<file path="src/rtl/pulse_sync_pkg.sv">
// Purpose: shared constants and types for the strobe-qualified capture synchronizer.
// Latency: n/a (declarations only).
// Backpressure: n/a.
package pulse_sync_pkg;

    // Event detector modes selected by the MODE parameter.
    localparam int MODE_LEVEL  = 0;
    localparam int MODE_RISE   = 1;
    localparam int MODE_TOGGLE = 2;

    // Capture FSM encoding.
    typedef enum logic {
        ST_IDLE  = 1'b0,
        ST_GUARD = 1'b1
    } state_t;

    // Width of the guard down-counter.
    // The counter must hold GUARD_CYC itself. It is kept at least one bit
    // wide so that the no-guard build still has a legal vector.
    function automatic int guard_cnt_width(input int guard_cyc);
        return (guard_cyc > 0) ? $clog2(guard_cyc + 1) : 1;
    endfunction

    // True for the three legal event modes.
    function automatic bit mode_is_legal(input int mode);
        return (mode == MODE_LEVEL) || (mode == MODE_RISE) || (mode == MODE_TOGGLE);
    endfunction

endpackage

</file>
<file path="src/rtl/sync_chain.sv">
// Purpose: reset-to-zero flop chain that brings asynchronous inputs into the clk domain.
// Latency: SYNC_STAGES enabled cycles from d to q.
// Backpressure: none; the chain freezes while ena is low.
module sync_chain
    import pulse_sync_pkg::*;
#(
    parameter int SYNC_STAGES = 2,
    parameter int WIDTH       = 1
) (
    input  logic             clk,
    input  logic             rst_n,
    input  logic             ena,
    input  logic [WIDTH-1:0] d,
    output logic [WIDTH-1:0] q
);

    // Stage 0 is the metastability-exposed flop; the last stage is the only one read.
    logic [SYNC_STAGES-1:0][WIDTH-1:0] r_sync;

    // Shift the input through the chain on every enabled cycle.
    always_ff @(posedge clk) begin
        if (!rst_n) begin
            r_sync <= '0;
        end else if (ena) begin
            r_sync <= {r_sync[SYNC_STAGES-2:0], d};
        end
    end

    assign q = r_sync[SYNC_STAGES-1];

endmodule

</file>
<file path="src/rtl/pulse_sync_hs.sv">
// Purpose: synchronize an async strobe, turn it into capture events and latch data_in with valid/ack handshake.
// Latency: capture at the SYNC_STAGES-th edge after stb is first sampled high; valid/data_out one cycle later.
// Backpressure: none; events arriving during the guard window are dropped and flagged in sticky overrun.
module pulse_sync_hs
    import pulse_sync_pkg::*;
#(
    parameter int N           = 8,
    parameter int SYNC_STAGES = 2,
    parameter int MODE        = 1,
    parameter int GUARD_CYC   = 4,
    parameter int CW          = 8
) (
    input  logic          clk,
    input  logic          rst_n,
    input  logic          ena,
    input  logic          stb,
    input  logic [N-1:0]  data_in,
    input  logic          clr_ovr,
    output logic [N-1:0]  data_out,
    output logic          valid,
    output logic          ack,
    output logic          busy,
    output logic          overrun,
    output logic [CW-1:0] cap_cnt
);

    localparam int            GW         = guard_cnt_width(GUARD_CYC);
    localparam bit            USE_GUARD  = (GUARD_CYC > 0) && (MODE != MODE_LEVEL);
    localparam logic [GW-1:0] GUARD_LOAD = GW'(GUARD_CYC);

    // Reject unsupported configurations at elaboration time.
    generate
        if (!mode_is_legal(MODE)) begin : g_bad_mode
            $error("pulse_sync_hs: MODE must be 0 (LEVEL), 1 (RISE) or 2 (TOGGLE)");
        end
        if (SYNC_STAGES < 2) begin : g_bad_stages
            $error("pulse_sync_hs: SYNC_STAGES must be at least 2");
        end
        if (N < 1) begin : g_bad_width
            $error("pulse_sync_hs: N must be at least 1");
        end
    endgenerate

    logic          w_s;
    logic          w_event;
    logic          w_reject;
    logic          r_prev;
    state_t        r_state;
    logic [GW-1:0] r_gcnt;
    logic [N-1:0]  r_data;
    logic          r_valid;
    logic          r_ack;
    logic          r_busy;
    logic          r_ovr;
    logic [CW-1:0] r_cap_cnt;

    // Strobe synchronizer. The chain resets to 0, so a strobe already high
    // at reset release looks like a fresh edge to the RISE and TOGGLE detectors.
    sync_chain #(
        .SYNC_STAGES (SYNC_STAGES),
        .WIDTH       (1)
    ) u_sync (
        .clk   (clk),
        .rst_n (rst_n),
        .ena   (ena),
        .d     (stb),
        .q     (w_s)
    );

    // Mode-selected event detector on the synchronized strobe.
    always_comb begin
        w_event = 1'b0;
        case (MODE)
            MODE_LEVEL: w_event = w_s;
            MODE_RISE:  w_event = w_s & ~r_prev;
            default:    w_event = w_s ^ r_prev;
        endcase
    end

    // An event seen while the guard window is open is dropped.
    assign w_reject = w_event && (r_state == ST_GUARD);

    // Capture FSM. All outputs are registered here.
    // While disabled, everything holds except valid, which is cleared so a
    // pulse never lasts longer than one cycle.
    always_ff @(posedge clk) begin
        if (!rst_n) begin
            r_prev    <= 1'b0;
            r_state   <= ST_IDLE;
            r_gcnt    <= '0;
            r_data    <= '0;
            r_valid   <= 1'b0;
            r_ack     <= 1'b0;
            r_busy    <= 1'b0;
            r_cap_cnt <= '0;
        end else if (ena) begin
            r_prev  <= w_s;
            r_valid <= 1'b0;
            case (r_state)
                ST_IDLE: begin
                    if (w_event) begin
                        r_data    <= data_in;
                        r_valid   <= 1'b1;
                        r_ack     <= ~r_ack;
                        r_cap_cnt <= r_cap_cnt + CW'(1);
                        if (USE_GUARD) begin
                            r_state <= ST_GUARD;
                            r_gcnt  <= GUARD_LOAD;
                            r_busy  <= 1'b1;
                        end
                    end
                end
                ST_GUARD: begin
                    // Leaving on the step that takes the counter to zero
                    // gives exactly GUARD_CYC enabled cycles in GUARD.
                    if (r_gcnt <= GW'(1)) begin
                        r_state <= ST_IDLE;
                        r_gcnt  <= '0;
                        r_busy  <= 1'b0;
                    end else begin
                        r_gcnt <= r_gcnt - GW'(1);
                    end
                end
                default: begin
                    r_state <= ST_IDLE;
                    r_gcnt  <= '0;
                    r_busy  <= 1'b0;
                end
            endcase
        end else begin
            r_valid <= 1'b0;
        end
    end

    // Sticky overrun flag. A rejection in the same cycle as a clear wins.
    always_ff @(posedge clk) begin
        if (!rst_n) begin
            r_ovr <= 1'b0;
        end else if (ena) begin
            if (w_reject) begin
                r_ovr <= 1'b1;
            end else if (clr_ovr) begin
                r_ovr <= 1'b0;
            end
        end
    end

    assign data_out = r_data;
    assign valid    = r_valid;
    assign ack      = r_ack;
    assign busy     = r_busy;
    assign overrun  = r_ovr;
    assign cap_cnt  = r_cap_cnt;

endmodule

</file>
<file path="config.mk">
export PLATFORM = sky130hd
export DESIGN_NAME = pulse_sync_hs
export DESIGN_NICKNAME = d
export VERILOG_FILES = /design/src/rtl/pulse_sync_pkg.sv /design/src/rtl/sync_chain.sv /design/src/rtl/pulse_sync_hs.sv
export SDC_FILE = /design/constraint.sdc
export NUM_CORES = 1
export LEC_CHECK = 0
export CAP_MARGIN = 20
export CORE_MARGIN = 5
export CORE_UTILIZATION = 45
export CTS_CLUSTER_SIZE = 10
export DETAILED_ROUTE_END_ITERATION = 8
export GPL_TIMING_DRIVEN = 0
export PLACE_DENSITY = 0.76
export SETUP_SLACK_MARGIN = 0.05
export SYNTH_ARGS = -nofsm -noshare
export SYNTH_HDL_FRONTEND = slang
export SYNTH_SLANG_ARGS = --single-unit
</file>
<file path="constraint.sdc">
create_clock -name clk -period 2.75 [get_ports clk]
set_input_delay 0.55 -clock clk [delete_from_list [all_inputs] [get_ports clk]]
set_output_delay 0.55 -clock clk [all_outputs]
set_load 0.01 [all_outputs]
</file>
---- Yosys cells after proc, flatten, opt, wreduce, memory -nomap -nowiden ----
Cells that the tools add are included.
storage, ports and cells
  input bits .............................. 13
  flip-flop bits (word level) ............. 27
  word-level logic and storage cells ...... 40
operators by class
  add/subtract/negate cells ............... 2
  reduce and logical (&&, ||, !) cells .... 7
  order comparisons ....................... 1
  muxes and demuxes ....................... 11
  equal/unequal tests ..................... 2
  bitwise logic cells ..................... 6
operators with widths
  kind                   number
  $add A8 B1 Y8 const B  1
  $mux W1                6
  $mux W3                2
  $pmux W3 S2            1
  $reduce_and A3 Y1      2
  $not A1 Y1             5
  $pmux W1 S2            2
  $reduce_and A2 Y1      2
  $le A3 B1 Y1 const B   1
  $reduce_or A3 Y1       1
  $sub A3 B1 Y3 const B  1
  $ne A2 B1 Y1 const B   1
  $ne A2 B2 Y1 const B   1
  $reduce_bool A2 Y1     1
  $and A1 B1 Y1          1
  $logic_and A1 B1 Y1    1

---- Depth between registers and ports, before layout ----
  depth in word-level cells ............... 5
  gate-level depth with buffers ........... 6
  mapped depth without buffers ............ 6

---- Cells and area by module ----
From an unflattened synthesis, not the netlist that was laid out.
unflattened totals
  cells, all modules ...................... 130
  area total of the unflattened synthesis .. 1148.6 µm²
by module, submodules not included
  module         instances  area each (µm²)  seq. area each (µm²)  cells an instance
  pulse_sync_hs  1          1076.0           500.5                 124
  sync_chain     1          72.6             40.0                  6

---- Worst setup path before layout ----
No wires, ideal clock.
  kind .................................... input -> register
  start ................................... input ena
  end ..................................... register r_cap_cnt[7], in the netlist cap_cnt[7]
  slack ................................... 1.203 ns
  required time ........................... 2.635 ns
  setup time .............................. 0.115 ns
  buffers on the path ..................... 2
  stages on the path ...................... 6
  arrival ................................. 1.432 ns
  path through ............................ buf_4 > nand4bb_1 > buf_6 > nor4_4 > xor2_1 > and2_1
on the way
  cells in the longest elaborated chain, start to end .. 1
ends and longest elaborated chain
  item                         line                  RTL
  start, declared              pulse_sync_hs.sv:15   input logic ena,
  $reduce_and A3 Y1 (no line)  --
  end signal, assigned         pulse_sync_hs.sv:105  r_cap_cnt <= r_cap_cnt + CW'(1);
  end, declared                pulse_sync_hs.sv:55   logic [CW-1:0] r_cap_cnt;
Every way passes these cells.
A chain may end at the register's enable or synchronous reset.

---- Worst setup path in the final report ----
  start ................................... register r_cap_cnt[2], in the netlist cap_cnt[2]
  end ..................................... output cap_cnt[2]
RTL lines
  item           line                 RTL
  end, declared  pulse_sync_hs.sv:24  output logic [CW-1:0] cap_cnt
No word-level cell between the ends.

==> results.json <==
{
  "yosysWarnings": 0,
  "initial_core_util_pct": 46.9,
  "r2r_start": "r_state",
  "cts_buffers": 3,
  "async_reset_ff_share_pct": 0,
  "synth_edf_count": 0,
  "h-tree-depth": 1,
  "worst-path-max-fanout": 5,
  "slew_viol_final": 0,
  "grt_pass1_vias": 903,
  "p_per_area_nw_per_um2": 407,
  "fin_setup_tns_ps": 0,
  "dp_hpwl_um": 1760,
  "drt_iter0_drc": 26,
  "grt_overflow": 0,
  "multiInputGateArea_um2": 574,
  "synth_nets": 139,
  "slowest_stage": "clkdlybuf4s50_1",
  "synth_ff_type": "dfxtp_1",
  "synthCells": 123,
  "maxCapViolCount": 0,
  "path_clk_slew_ps": 150,
  "skew_ps": 12.8,
  "grt_max_degree": 16,
  "grtUsageTotal_pct": 14.1,
  "cp_cell_sequence": "clkdlybuf4s50_1",
  "wirelength_um": 2280,
  "ctsResizeCount": 0,
  "hp-start": "data_out[6]",
  "postCtsHoldBufs": 0,
  "fin_crit_sh_pct": 68.0,
  "start_kind": "flop",
  "fill_cells": 224,
  "seqCellArea_um2": 541,
  "worst_hold_path.num_cells": 2,
  "tightest_slew_ps": 340,
  "cts_sinks": 27,
  "area_growth_syn_to_layout_pct": 32.3,
  "max_freq_ghz": 0.535,
  "leakage_nw": 0.563,
  "dieHeight_um": 60.8,
  "crit_family": "buffers and inverters",
  "r2r_cells": 5,
  "die_x_um": 60.8,
  "whs_endpoint": "data_out[6]",
  "portBuffers": 31,
  "design.core.area_um2": 2480,
  "syn_area_um2": 1160,
  "remaining_drc_errors": 0,
  "wire_per_inst_um": 12.1,
  "cp.required_ps": 2200,
  "slew-limit-headroom_pct": 77.3,
  "cts_tree": "yes",
  "timing.final.hold_violations": 0,
  "min_path_type": "reg -> reg",
  "ys_seq_area_share_pct": 46.5,
  "row_count": 18,
  "root_buffer": "clkbuf_4",
  "viasPerCell": 4.91,
  "vdd_drop_max_mv": 0.326,
  "clk_path_buf_depth": 2,
  "ios": 33,
  "ys_types": 32,
  "p_total_mw": 0.626,
  "grt_pass1_wl_um": 3910,
  "setup.worst_path.class": "reg -> out",
  "gp_congestion": 0.776,
  "vias": 923,
  "ant_nets": 0,
  "design.die.area_um2": 3700,
  "outcome": "complete, no violations",
  "drive_above_1_share_pct": 8.23,
  "ys_ff_latch": 27,
  "r2r_end": "data_out[5]",
  "crit_arrival_ps": 1320,
  "firstDrtPassIters": 4,
  "end_kind": "primary output",
  "cts_setup_buffers": 0,
  "min_period_ps": 1870,
  "setup_viol": 0,
  "nNetsFinal": 175,
  "antenna_cells": 0,
  "worst-path-buf-inv": 1,
  "clk_latency_ps": 320,
  "critical_path.max_stage_delay_ps": 570,
  "r2r_slack_ps": 1320,
  "synth_area_per_cell_um2": 9.45,
  "rsz0062_at_grt": "false",
  "antenna_found_initial": 0
}
placed cells by master, fill, tap and decap left out, drive strengths merged:
master,instances
a211oi,1
a21boi,10
a21oi,3
a31o,1
a32oi,1
and2,8
and4bb,1
buf,4
clkbuf,5
clkdlybuf4s50,31
clkinv,1
dfxtp,27
ha,3
inv,3
mux2i,3
nand2,24
nand2b,1
nand3,3
nand4,1
nand4b,1
nand4bb,1
nor2,3
nor2b,6
nor3,2
nor4,1
o21a,1
o21ai,2
o21bai,1
or3,1
xnor2,6
xor2,2
synthesized netlist by cell type (2+ instances only):
| master | instances | share of area, % |
|---|---|---|
| dfxtp_1 | 27 | 47 |
| buf_2 | 2 | 0.86 |
| a21oi_1 | 3 | 1.3 |
| mux2i_1 | 3 | 2.6 |
| nand2_1 | 24 | 7.8 |
| nand3_1 | 3 | 1.3 |
| nor2b_1 | 6 | 3.2 |
| nor2_1 | 3 | 0.97 |
| o21ai_0 | 2 | 0.86 |
| and2_1 | 8 | 4.3 |
| ha_1 | 3 | 3.2 |
| xnor2_1 | 6 | 4.5 |
| clkbuf_1 | 2 | 0.65 |
| nor3_2 | 2 | 1.7 |
| inv_1 | 3 | 0.97 |
| a21boi_0 | 9 | 5.8 |
| xor2_1 | 2 | 1.5 |
where the power goes:
part,switching [mW],internal [mW]
Combinational,0.0228,0.0339
Sequential,0.00487,0.398
Clock,0.112,0.0544
Total,0.140,0.486
worst max-delay path by stage:
stage / from / to / slack, ps / depth (start not counted)
4_1_cts: cap_cnt[2] / cap_cnt[2] / 860 / 1
5_1_grt: cap_cnt[3] / cap_cnt[3] / 810 / 1
3_3_place_gp: rst_n / data_out[3] / 920 / 3
3_5_place_dp: rst_n / data_out[3] / 920 / 3
2_1_floorplan: ena / cap_cnt[7] / 1200 / 6
6_report: cap_cnt[2] / cap_cnt[2] / 880 / 1
layout make-up:
type | instances | share of cell area (%)
timing repair buffer | 31 | 20.2
inverter | 3 | 0.732
buffer | 6 | 2.36
tap | 30 | 2.44
clock buffer | 3 | 1.46
sequential | 27 | 35.2
clock inverter | 1 | 0.325
multi-input combinational | 87 | 37.3
state kept, by name (all words and copies together) (netlist names):
register	cells
r_state	1
busy	1
u_sync.q	1
overrun	1
cap_cnt	8
r_gcnt	3
valid	1
u_sync.r_sync	1
data_out	8
ack	1
r_prev	1
kinds of logic (layout without fill, tap and decap cells):
kind of cell	after synthesis	in the layout	synth area share (%)
AOI/OAI and AO/OA	20	20	12.1
xor gates and xnor gates	8	8	6.03
adders and majority gates	3	3	3.23
buffers and inverters	9	44	4.09
DFF	27	27	46.5
muxes	3	3	2.58
and+or+nand+nor	53	53	25.5
routing by layer:
metal	routed length, um	vias to the layer above	part of all wire (%)	GRT usage, %
li1	-	479	-	-
met3	151	2	6.6	3.83
met4	15	0	0.66	4.64
met5	0	-	0	0
met1	1010	416	44	16.3
met2	1100	26	48	25.0
through the flow:
stage	util (%)	cell area, um2	hold WS [ps]	cells	setup WS (ps)
2_1_floorplan	-	1160	482	123	1200
4_1_cts	62.1	1540	476	188	862
6_report	62.1	1540	473	188	879
3_5_place_dp	61.0	1510	457	184	915
5_1_grt	62.1	1540	495	188	807
3_3_place_gp	61.0	1510	449	184	923
Power figures use the tool's default switching activity.
